File: src/rtl/fifo_byte_packer_if.sv
// Bundles the FIFO read port, the flush request and the packed output stream.
// The master side is the packer; the slave side is the FIFO plus downstream sink.
interface fifo_byte_packer_if #(
    parameter int NB = 4
);
    logic              fifo_empty;
    logic [7:0]        fifo_data;
    logic              fifo_rd_en;
    logic              flush;
    logic              m_valid;
    logic              m_ready;
    logic [8*NB-1:0]   m_data;
    logic [NB-1:0]     m_keep;

    modport master (
        input  fifo_empty,
        input  fifo_data,
        input  flush,
        input  m_ready,
        output fifo_rd_en,
        output m_valid,
        output m_data,
        output m_keep
    );

    modport slave (
        output fifo_empty,
        output fifo_data,
        output flush,
        output m_ready,
        input  fifo_rd_en,
        input  m_valid,
        input  m_data,
        input  m_keep
    );
endinterface

File: src/rtl/fifo_byte_packer.sv
// Pops bytes from a synchronous FIFO with one-cycle read latency and packs NB
// of them little-endian into one word on a valid/ready stream. A flush emits
// the partially packed word with a byte-enable mask.
module fifo_byte_packer #(
    parameter int NB = 4
) (
    input  logic               clk,
    input  logic               rst,
    fifo_byte_packer_if.master bus
);
    localparam int            CW     = $clog2(NB + 1);
    localparam logic [CW:0]   LVL_NB = (CW + 1)'(NB);

    typedef enum logic {
        FILL,
        HOLD
    } state_t;

    state_t            state, state_nxt;
    logic [CW-1:0]     byte_cnt, byte_cnt_nxt;
    logic              pending, pending_nxt;
    logic              flush_req, flush_req_nxt;
    logic              flush_clr;
    logic              rd_en;
    logic [CW:0]       fill_lvl;
    logic [8*NB-1:0]   acc, acc_nxt;
    logic [8*NB-1:0]   m_data_q, m_data_nxt;
    logic [NB-1:0]     m_keep_q, m_keep_nxt;
    logic              m_valid_q, m_valid_nxt;

    // Bytes already captured plus the one still in flight from the FIFO.
    assign fill_lvl = {1'b0, byte_cnt} + {{CW{1'b0}}, pending};

    // State and datapath registers; everything clears on a synchronous reset.
    always_ff @(posedge clk) begin
        if (rst) begin
            state     <= FILL;
            byte_cnt  <= '0;
            pending   <= 1'b0;
            flush_req <= 1'b0;
            // NOTE: the accumulator is reset too, because a partial flush
            // relies on unpopulated upper lanes reading as zero.
            acc       <= '0;
            m_data_q  <= '0;
            m_keep_q  <= '0;
            m_valid_q <= 1'b0;
        end else begin
            // NOTE: non-blocking assignments so every register samples the
            // pre-edge value of every other register.
            state     <= state_nxt;
            byte_cnt  <= byte_cnt_nxt;
            pending   <= pending_nxt;
            flush_req <= flush_req_nxt;
            acc       <= acc_nxt;
            m_data_q  <= m_data_nxt;
            m_keep_q  <= m_keep_nxt;
            m_valid_q <= m_valid_nxt;
        end
    end

    // Next-state, read request, byte capture, word emission and flush handling.
    always_comb begin
        // NOTE: every output of this block gets a default first, so no path
        // leaves a signal unassigned and no latch is inferred.
        state_nxt    = state;
        byte_cnt_nxt = byte_cnt;
        acc_nxt      = acc;
        m_data_nxt   = m_data_q;
        m_keep_nxt   = m_keep_q;
        m_valid_nxt  = m_valid_q;
        flush_clr    = 1'b0;
        rd_en        = 1'b0;

        case (state)
            FILL: begin
                rd_en = !bus.fifo_empty && !flush_req && (fill_lvl < LVL_NB);
                if (pending) begin
                    for (int i = 0; i < NB; i++) begin
                        if (byte_cnt == CW'(i)) begin
                            acc_nxt[8*i +: 8] = bus.fifo_data;
                        end
                    end
                    if (byte_cnt == CW'(NB - 1)) begin
                        m_data_nxt   = acc_nxt;
                        m_keep_nxt   = '1;
                        m_valid_nxt  = 1'b1;
                        byte_cnt_nxt = '0;
                        acc_nxt      = '0;
                        state_nxt    = HOLD;
                    end else begin
                        byte_cnt_nxt = byte_cnt + CW'(1);
                    end
                end else if (flush_req) begin
                    // A pending byte is always captured before the flush acts.
                    flush_clr = 1'b1;
                    if (byte_cnt != '0) begin
                        m_data_nxt = acc;
                        for (int i = 0; i < NB; i++) begin
                            m_keep_nxt[i] = (CW'(i) < byte_cnt);
                        end
                        m_valid_nxt  = 1'b1;
                        byte_cnt_nxt = '0;
                        acc_nxt      = '0;
                        state_nxt    = HOLD;
                    end
                end
            end
            HOLD: begin
                if (m_valid_q && bus.m_ready) begin
                    m_valid_nxt = 1'b0;
                    state_nxt   = FILL;
                end
            end
            default: begin
                state_nxt = FILL;
            end
        endcase
    end

    // A read issued this cycle returns data next cycle; a new flush pulse
    // wins over clearing an old request in the same cycle.
    assign pending_nxt   = rd_en;
    assign flush_req_nxt = bus.flush | (flush_req & ~flush_clr);

    assign bus.fifo_rd_en = rd_en;
    assign bus.m_valid    = m_valid_q;
    assign bus.m_data     = m_data_q;
    assign bus.m_keep     = m_keep_q;
endmodule

File: src/flat_wrapper.sv
// flat-port wrapper written by rule: the top's interface ports become plain ports
module fifo_byte_packer_flat 
#(
    parameter int NB = 4
)
  (clk, rst, bus_fifo_empty, bus_fifo_data, bus_flush, bus_m_ready, bus_fifo_rd_en, bus_m_valid, bus_m_data, bus_m_keep);
  fifo_byte_packer_if #(.NB(NB)) bus_i ();
  input  logic clk;
  input  logic rst;
  input wire logic [$bits(bus_i.fifo_empty)-1:0] bus_fifo_empty;
  input wire logic [$bits(bus_i.fifo_data)-1:0] bus_fifo_data;
  input wire logic [$bits(bus_i.flush)-1:0] bus_flush;
  input wire logic [$bits(bus_i.m_ready)-1:0] bus_m_ready;
  output wire logic [$bits(bus_i.fifo_rd_en)-1:0] bus_fifo_rd_en;
  output wire logic [$bits(bus_i.m_valid)-1:0] bus_m_valid;
  output wire logic [$bits(bus_i.m_data)-1:0] bus_m_data;
  output wire logic [$bits(bus_i.m_keep)-1:0] bus_m_keep;
  assign bus_i.fifo_empty = bus_fifo_empty;
  assign bus_i.fifo_data = bus_fifo_data;
  assign bus_i.flush = bus_flush;
  assign bus_i.m_ready = bus_m_ready;
  assign bus_fifo_rd_en = bus_i.fifo_rd_en;
  assign bus_m_valid = bus_i.m_valid;
  assign bus_m_data = bus_i.m_data;
  assign bus_m_keep = bus_i.m_keep;
  fifo_byte_packer #(.NB(NB)) u_core (.clk(clk), .rst(rst), .bus(bus_i));
endmodule
File: config.mk
export PLATFORM = sky130hd
export DESIGN_NAME = fifo_byte_packer_flat
export DESIGN_NICKNAME = d
export VERILOG_FILES = /design/src/rtl/fifo_byte_packer_if.sv /design/src/rtl/fifo_byte_packer.sv /design/src/flat_wrapper.sv
export SDC_FILE = /design/constraint.sdc
export NUM_CORES = 1
export LEC_CHECK = 0
export BUFFER_PORTS_ARGS = -buffer_cell sky130_fd_sc_hd__buf_4
export CAP_MARGIN = 20
export CORE_MARGIN = 1.5
export CORE_UTILIZATION = 56
export DETAILED_ROUTE_END_ITERATION = 6
export GPL_TIMING_DRIVEN = 0
export PLACE_DENSITY = 0.85
export SYNTH_ARGS = -nofsm -noshare
export SYNTH_HDL_FRONTEND = slang
export SYNTH_SLANG_ARGS = --single-unit
File: constraint.sdc
create_clock -name clk -period 2.15 [get_ports clk]
set_input_delay 0.1075 -clock clk [delete_from_list [all_inputs] [get_ports clk]]
set_output_delay 0.1075 -clock clk [all_outputs]
set_load 0.005 [all_outputs]
==> results.toml, run 1 <==
[global_routing]
grt_pass1_vias = 2815
grt_max_degree = 14
grt_pass1_wl_um = 14100
antenna_found_initial = 0
grt_use_total_pct = 28.6
gr-total-overflow = 0

[clocking]
cts_made_buffers = 9
cts_tree = "done"
cts_num_sinks = 75
cts.clk_slew.worst_paths_ps = 80
clk_latency_ps = 370
htree_levels = 3
cts_root_buffer = "clkbuf_8"
cts_buffer_depth = 2

[power]
p_per_area_nw_per_um2 = 764
power.switching_mw = 0.905
ir_drop_mv = 0.451
p_leak_nw = 1.42
p_int_mw = 2.28
power_frac_comb_pct = 17.8
p_sw_share_pct = 28.4
finalPower_mw = 3.18
p_seq_share_pct = 47.4
clkPwrFrac_pct = 34.8

[placed_design]
dp_hpwl_um = 6210
portBuffers = 50
dp.cells = 488
gp_congestion = 0.905

[finish]
fin_cells = 508
drive_above_1_share_pct = 30.0
area_growth_pct = 21.4
diodes = 0
nNetsFinal = 444

[sta]
max-slew-margin-rel_pct = 47.4
min_period_ps = 2080
finalCritPeriodShare_pct = 96.7
slew_violations = 0
tightest_slew_ps = 789
fmax_mhz = 481
rsz0062_at_grt = "yes"
finClkSkew_ps = 9.33
final-setup-viol-count = 0
final-hold-violation-count = 0

[die]
num_io_pins = 51
core-area_um2 = 5920
rows = 28
initial_core_util_pct = 58.0
die_h_um = 81.3
die_area_um2 = 6610
die_w_um = 81.3

[logic_synthesis]
synth-edff-count = 0
synth_largest_area_cell = "dfxtp_1"
synth_top_area_share_pct = 43.7
async_flop_share_pct = 0
synth_area_leaders = "dfxtp_1 44%, a311oi_2 9.2%, a21oi_1 7.6%"
syn_avg_cell_area_um2 = 9.45
syn_inst = 363
ys_seq_area_share_pct = 43.7
synthTopCellsByCount = "75 x dfxtp_1, 52 x a21oi_1, 39 x nand2_1"
synth_most_common_cell = "dfxtp_1"
syn-num-nets = 379
synth_warnings = 0
synth.distinct_cells = 36
synth_area_um2 = 3430
ys_ff_latch = 75
synth_flop_cell = "dfxtp_1"

[drt]
via_count = 3122
postRouteAntennaNets = 0
wl_per_cell_um = 18.1
drt-initial-drc-count = 322
vias_per_cell = 6.15
drt-total-wl_um = 9220
drc_errors = 0
firstDrtPassIters = 5

[critical_path]
arrival_ps = 2340
critPathLaunchType = "register"
crit_path_end_kind = "register"
crit_type = "register to register"
critPathRequiredTime_ps = 2410
crit_fanout = 10

[hold_path]
hold_class = "primary input to register"

[flow_run]
maxCapViolCount = 0

[run_status]
status = "finished, final reports clean"
==> area by class of cell <==
type / count / area (um2)
fillers: 471 / 1750
multi-input cells: 234 / 1670
flip-flops and latches: 75 / 1500
repair buffers: 54 / 410
plain buffers: 33 / 206
clock buffers: 10 / 138
well taps: 75 / 93.8
inverters: 21 / 78.8
clock inverters: 6 / 65.1
==> worst max-delay path, cell delays in order (launching register included) <==
cell      delay [ps]
dfxtp_1          340
clkbuf_4         190
inv_1             80
ha_1             190
clkbuf_4         200
nand2b_4         130
a31oi_4          150
or3_1            340
buf_2            180
o32ai_1          160
==> final timing paths <==
kind	start	to	slack [ps]	cells after the start
worst max-delay path	u_core.byte_cnt[0]	u_core.acc[2]	70	9
worst min-delay path	bus_fifo_data[1]	u_core.acc[9]	40	3
worst max register to register	u_core.byte_cnt[0]	u_core.acc[2]	70	9
worst min register to register	u_core.acc[29]	u_core.acc[29]	470	1
==> per-layer routing <==
metal	routed length [um]	vias up	track usage [%]
met4	206	0	11.2
met1	3870	1469	37.7
li1	-	1455	-
met3	798	24	5.51
met5	0	-	0
met2	4340	174	46.1
==> through the flow <==
| stage | hold slack (ps) | setup TNS, ps | setup slack, ps | cell area (um2) | util [%] |
|---|---|---|---|---|---|
| finish | 36.7 | 0 | 70.3 | 4170 | 70.4 |
| global route | 45.0 | -42.7 | -15.2 | 4170 | 70.4 |
| CTS | 37.9 | 0 | 65.5 | 4120 | 69.7 |
| detailed placement | 325 | 0 | 82.0 | 3900 | 65.9 |
| global placement | 328 | 0 | 102 | 3900 | 65.9 |
| floorplan | 226 | 0 | 313 | 3430 | - |
==> layout by cell type, fill, tap and decap left out, types with 10 or more instances in the layout <==
cell type and count:
inv_1 21, dfxtp_1 75, a311oi_2 21, buf_4 57, o32ai_1 16, clkbuf_8 10, nand2_1 39, o21ai_0 12
a21oi_1 52, nand3_1 27, clkbuf_1 13
==> logic make-up after synthesis <==
kind of cell	synth area share, %
compound gates	29.4
fa+ha+maj	1.09
buf+inv	7.98
flops	43.7
mux	2.62
simple gates	15.1
==> power by group through the flow <==
stage	registers, mW	logic, mW	clock network [mW]
5_1_grt	1.51	0.608	1.17
2_1_floorplan	1.54	0.325	0
6_report	1.51	0.566	1.11
3_3_place_gp	1.54	0.529	0
3_5_place_dp	1.54	0.540	0
4_1_cts	1.51	0.545	1.11
==> state kept, by name, summed over array words and instances, names as in the netlist <==
signal / count
u_core.state: 1
u_core.bus.m_valid: 1
u_core.pending: 1
u_core.flush_req: 1
u_core.acc: 32
u_core.bus.m_data: 32
u_core.byte_cnt: 3
u_core.bus.m_keep: 4
==> what timing repair did <==
item                                    CTS  global route
endpoints found under the setup margin    0            57
hold endpoints to repair                  2             0
hold buffers                              2             0
resized for setup                         0             7
buffers inserted                          0             2
No activity file was read; power rests on OpenSTA's default activity.
==> run 2: changes to the inputs <==
--- a/config.mk
+++ b/config.mk
@@ -7,8 +7,10 @@
 export LEC_CHECK = 0
 export BUFFER_PORTS_ARGS = -buffer_cell sky130_fd_sc_hd__buf_4
 export CAP_MARGIN = 20
+export CELL_PAD_IN_SITES_DETAIL_PLACEMENT = 0
+export CELL_PAD_IN_SITES_GLOBAL_PLACEMENT = 1
 export CORE_MARGIN = 1.5
-export CORE_UTILIZATION = 56
+export CORE_UTILIZATION = 43
 export DETAILED_ROUTE_END_ITERATION = 6
 export GPL_TIMING_DRIVEN = 0
 export PLACE_DENSITY = 0.85
==> run 2 against run 1 <==
Effect of this change:
- flip-flop and latch count is the same
- worst hold slack lost 30 ps
- critical path depth grew 1
- via count shrank 4.0%
- die area grew 29%
- routed wire length grew 1.2%
- cell count grew 4.9%
- non-clock buffer count shrank 2
- power shrank 6.4%
- clock skew is essentially flat
- worst setup slack gained 13 ps
- critical path type unchanged
==> results.toml, run 2 (synthesis results as in run 1) <==
[clocking]
cts.clk_slew.worst_paths_ps = 70
cts_num_sinks = 75
htree_levels = 3
cts_buffer_depth = 2
clk_latency_ps = 350
cts_made_buffers = 9
cts_tree = "done"
cts_root_buffer = "clkbuf_8"

[sta]
max-slew-margin-rel_pct = 47.7
rsz0062_at_grt = "yes"
fin_setup_tns_ps = 0
final-hold-violation-count = 0
finalCritPeriodShare_pct = 96.1
final-setup-viol-count = 0
finClkSkew_ps = 9.56
fmax_mhz = 484
min_period_ps = 2070
tightest_slew_ps = 785
slew_violations = 0

[critical_path]
critPathLaunchType = "register"
crit_fanout = 10
cp.depth = 10
crit_buf_inv = 5
cpPeakStageDelay_ps = 320
r2r_start = "u_core.byte_cnt[0]"
slowest_stage = "dfxtp_1"
reg2regPathDepth = 10
reg2reg_to = "u_core.bus.m_data[11]"
crit_type = "register to register"
crit_path_end_kind = "register"
critPathRequiredTime_ps = 2350
cp-startpoint = "u_core.byte_cnt[0]"
crit_family = "buffers and inverters"
reg2reg_slack_ps = 80
worstPathCellList = "clkbuf_4 > inv_1 > ha_1 > clkbuf_4 > nand2b_4 > a31o_2 > buf_6 > buf_6 > a21oi_1 > a211oi_2"
crit_end = "u_core.bus.m_data[11]"
arrival_ps = 2270

[power]
p_per_area_nw_per_um2 = 722
p_leak_nw = 1.39
ir_drop_mv = 0.295
finalPower_mw = 2.98

[global_routing]
grt_max_degree = 12
gr-total-overflow = 0
grt_pass1_vias = 2815
antenna_found_initial = 0
grt_pass1_wl_um = 15000
grt_use_total_pct = 23.2

[die]
initial_core_util_pct = 44.4
die_w_um = 92.3
rows = 32
die_h_um = 92.3
num_io_pins = 51
core-area_um2 = 7730
die_area_um2 = 8530

[drt]
drt-total-wl_um = 9330
drt-initial-drc-count = 161
vias_per_cell = 5.62
wl_per_cell_um = 17.5
firstDrtPassIters = 4
postRouteAntennaNets = 0
via_count = 2997
drc_errors = 0

[placed_design]
portBuffers = 50
dp_hpwl_um = 6400
gp_congestion = 0.836
dp.cells = 515

[finish]
nFillCells = 757
layout_common_cells = "74 x dfxtp_1, 56 x buf_4, 52 x a21oi_1, 39 x nand2_1, 27 x nand3_1"
drive_above_1_share_pct = 29.0
area_growth_pct = 20.2
seq_area_um2 = 1500
multi_input_area_um2 = 1670
final_common_cell = "dfxtp_1"
fin_cells = 533
diodes = 0
nNetsFinal = 442

[hold_path]
whs_path_depth = 3
hold_class = "primary input to register"

[flow_run]
maxCapViolCount = 0

[run_status]
status = "finished, final reports clean"
## run 2: how the worst min path moves through the flow
stage / endpoint / slack, ps / startpoint
after CTS: u_core.flush_req / 5 / bus_flush
after global routing: u_core.flush_req / 20 / bus_flush
after global placement: u_core.bus.m_valid / 330 / bus_m_ready
after detailed placement: u_core.bus.m_valid / 330 / bus_m_ready
after floorplan: u_core.bus.m_valid / 230 / bus_m_ready
final: u_core.flush_req / 7 / bus_flush
## run 2: area by class of cell
| cell class | count | share of cell area (%) |
|---|---|---|
| clock buffers | 13 | 3.37 |
| clock inverters | 3 | 0.364 |
| plain buffers | 33 | 4.94 |
| repair buffers | 52 | 9.52 |
| well taps | 102 | 3.09 |
| flip-flops and latches | 75 | 36.4 |
| inverters | 21 | 1.91 |
| multi-input cells | 234 | 40.4 |
## run 2: routing by layer
metal  up-vias  track usage, %  wire, um
met5         -               0         0
met4         0            9.74       204
met3        13            5.09       589
met2        84            36.3      4320
met1      1453            30.8      4220
li1       1447               -         -
## run 2: power by group
group / switching [mW] / leakage [nW] / internal, mW / total (mW)
clock: 0.498 / 0.0812 / 0.416 / 0.913
combinational: 0.311 / 0.704 / 0.248 / 0.558
sequential: 0.0460 / 0.610 / 1.46 / 1.51
## run 2: timing repair
item	4_1_cts	5_1_grt
hold endpoints to repair	1	0
hold buffers	1	0
setup buffers	0	1
setup endpoints to repair	0	65
gates resized for setup	0	6
## run 2: metrics by stage
stage,instance area (um2),hold WS (ps),utilization (%),worst slack (ps)
after floorplan,3430,226,-,313
after global placement,3940,325,50.9,64.7
after detailed placement,3940,331,50.9,44.1
after CTS,4100,5.02,53.0,31.1
after global routing,4130,23.0,53.4,-75.1
final,4130,7.21,53.4,83.7
## run 2: tightest hold or removal path: cells and delay by family
| family | cells | cell delay, ps |
|---|---|---|
| buffers and inverters | 2 | 140 |
| AOI/OAI and AO/OA | 1 | 50 |
==> run 3: changes to the inputs <==
--- a/config.mk
+++ b/config.mk
@@ -10,10 +10,11 @@
 export CELL_PAD_IN_SITES_DETAIL_PLACEMENT = 0
 export CELL_PAD_IN_SITES_GLOBAL_PLACEMENT = 1
 export CORE_MARGIN = 1.5
-export CORE_UTILIZATION = 43
+export CORE_UTILIZATION = 45
+export CTS_BUF_LIST = sky130_fd_sc_hd__clkbuf_2
 export DETAILED_ROUTE_END_ITERATION = 6
 export GPL_TIMING_DRIVEN = 0
-export PLACE_DENSITY = 0.85
+export PLACE_DENSITY = 0.88
 export SYNTH_ARGS = -nofsm -noshare
 export SYNTH_HDL_FRONTEND = slang
 export SYNTH_SLANG_ARGS = --single-unit
==> run 3 against run 2 <==
Effect of this change:
- non-clock buffer count is 12 higher
- clock skew rose by 22 ps
- clock power shrank 3.5%
- final area rose by 2.4%
- critical path type unchanged
- largest cell class unchanged
==> results.toml, run 3 (synthesis results as in run 1) <==
[sta]
rsz0062_at_grt = "yes"
final-setup-viol-count = 0
finClkSkew_ps = 31.5
slew_violations = 0
fmax_mhz = 483
tightest_slew_ps = 815
max-slew-margin-rel_pct = 45.7
min_period_ps = 2070
layout_setup_ws_ps = 79.0
finalCritPeriodShare_pct = 96.3
fin_hold_ws_ps = 325
final-hold-violation-count = 0

[finish]
drive_above_1_share_pct = 28.9
nNetsFinal = 454
layout_common_cells = "74 x dfxtp_1, 59 x buf_4, 52 x a21oi_1, 39 x nand2_1, 27 x nand3_1"
diodes = 0
final_common_cell = "dfxtp_1"
area_growth_pct = 23.1

[critical_path]
cp_common_cell = "buf_6"
crit_path_end_kind = "register"
crit_buf_inv = 5
reg2regPathDepth = 10
cpPeakStageDelay_ps = 370
critPathLaunchType = "register"
cp.depth = 10
crit_fanout = 10
crit_family = "buffers and inverters"
crit_type = "register to register"
arrival_ps = 2470
critPathRequiredTime_ps = 2550
slowest_stage = "dfxtp_2"
r2r_start = "u_core.byte_cnt[0]"
worstPathCellList = "clkbuf_4 > inv_1 > ha_1 > buf_4 > nand2b_4 > a31o_2 > buf_6 > buf_6 > a21oi_1 > a211oi_2"
reg2reg_to = "u_core.bus.m_data[12]"
reg2reg_slack_ps = 80

[power]
p_leak_nw = 1.45
ir_drop_mv = 0.361
p_per_area_nw_per_um2 = 704

[clocking]
cts_buffer_depth = 2
cts_made_buffers = 9
htree_levels = 3
clk_latency_ps = 520
cts.clk_slew.worst_paths_ps = 210
cts_num_sinks = 75
cts_tree = "done"
cts_root_buffer = "clkbuf_2"

[global_routing]
grt_use_total_pct = 23.2
antenna_found_initial = 0
grt_max_degree = 13
grt_pass1_vias = 2895
gr-total-overflow = 0
grt_pass1_wl_um = 14800

[hold_path]
hold_path_end = "u_core.bus.m_valid"
whs_path_depth = 3
hp-start = "bus_m_ready"
hold_class = "primary input to register"

[drt]
drt-initial-drc-count = 191
wl_per_cell_um = 17.0
postRouteAntennaNets = 0
drt-total-wl_um = 9210
vias_per_cell = 5.56
via_count = 3011
drc_errors = 0
firstDrtPassIters = 5

[flow_run]
maxCapViolCount = 0

[placed_design]
gp_congestion = 0.856
dp_hpwl_um = 6380
place_ws_ps = 16.1
portBuffers = 50

[die]
die_w_um = 90.3
die_area_um2 = 8160
initial_core_util_pct = 46.8
num_io_pins = 51
die_h_um = 90.3
rows = 31
core-area_um2 = 7330

[run_status]
status = "finished, final reports clean"
==> run 3: area by class of cell <==
| class | instances | area (um2) |
|---|---|---|
| Multi-Input combinational cell | 234 | 1670 |
| Timing Repair Buffer | 64 | 510 |
| Tap cell | 99 | 124 |
| Inverter | 21 | 78.8 |
| Clock inverter | 6 | 80.1 |
| Buffer | 33 | 206 |
| Sequential cell | 75 | 1500 |
| Clock buffer | 10 | 50.0 |
| Fill cell | 687 | 3110 |
==> run 3: repair_timing <==
item	in CTS	in global routing
buffers inserted	0	2
gates resized for setup	1	7
gates cloned	0	0
hold buffers	12	0
endpoints found under the setup margin	2	58
pin swaps	0	2
endpoints found under the hold margin	61	0
==> run 3: metrics by stage <==
step                utilization (%)  setup TNS, ps  instance area, um2  power (mW)  instances
detailed placement             53.6              0                3930        2.09        512
global placement               53.6              0                3930        2.08        512
CTS                            57.1              0                4180        2.96        540
floorplan                         -              0                3430        1.86        363
finish                         57.6              0                4220        2.97        542
global route                   57.6          -40.6                4220        3.09        542
==> run 3: worst max-delay path by stage <==
stage / start / end / slack, ps
after global placement: u_core.byte_cnt[0] / u_core.bus.m_data[11] / 50
after detailed placement: u_core.byte_cnt[0] / u_core.bus.m_data[13] / 20
final: u_core.byte_cnt[0] / u_core.bus.m_data[12] / 80
after floorplan: u_core.byte_cnt[0] / u_core.bus.m_data[11] / 310
after CTS: u_core.byte_cnt[0] / u_core.bus.m_keep[0] / 60
after global routing: u_core.byte_cnt[0] / u_core.acc[2] / -20
==> run 3: report_power, final <==
part | total, mW | leakage, nW | switching, mW | internal [mW]
combinational | 0.582 | 0.758 | 0.317 | 0.265
sequential | 1.51 | 0.610 | 0.0446 | 1.47
clock | 0.881 | 0.0770 | 0.501 | 0.380
==> run 3: metal layers <==
layer,GRT usage [%],part of all wire [%]
met4,9.26,2.5
met3,3.79,5.5
met2,37.4,45
met1,31.0,47
met5,0,0
==> run 3: worst register-to-register path, cell delays in order, from the launching register on <==
cell	delay, ps
dfxtp_2	370
clkbuf_4	170
inv_1	110
ha_1	170
buf_4	200
nand2b_4	100
a31o_2	290
buf_6	160
buf_6	150
a21oi_1	180
a211oi_2	70
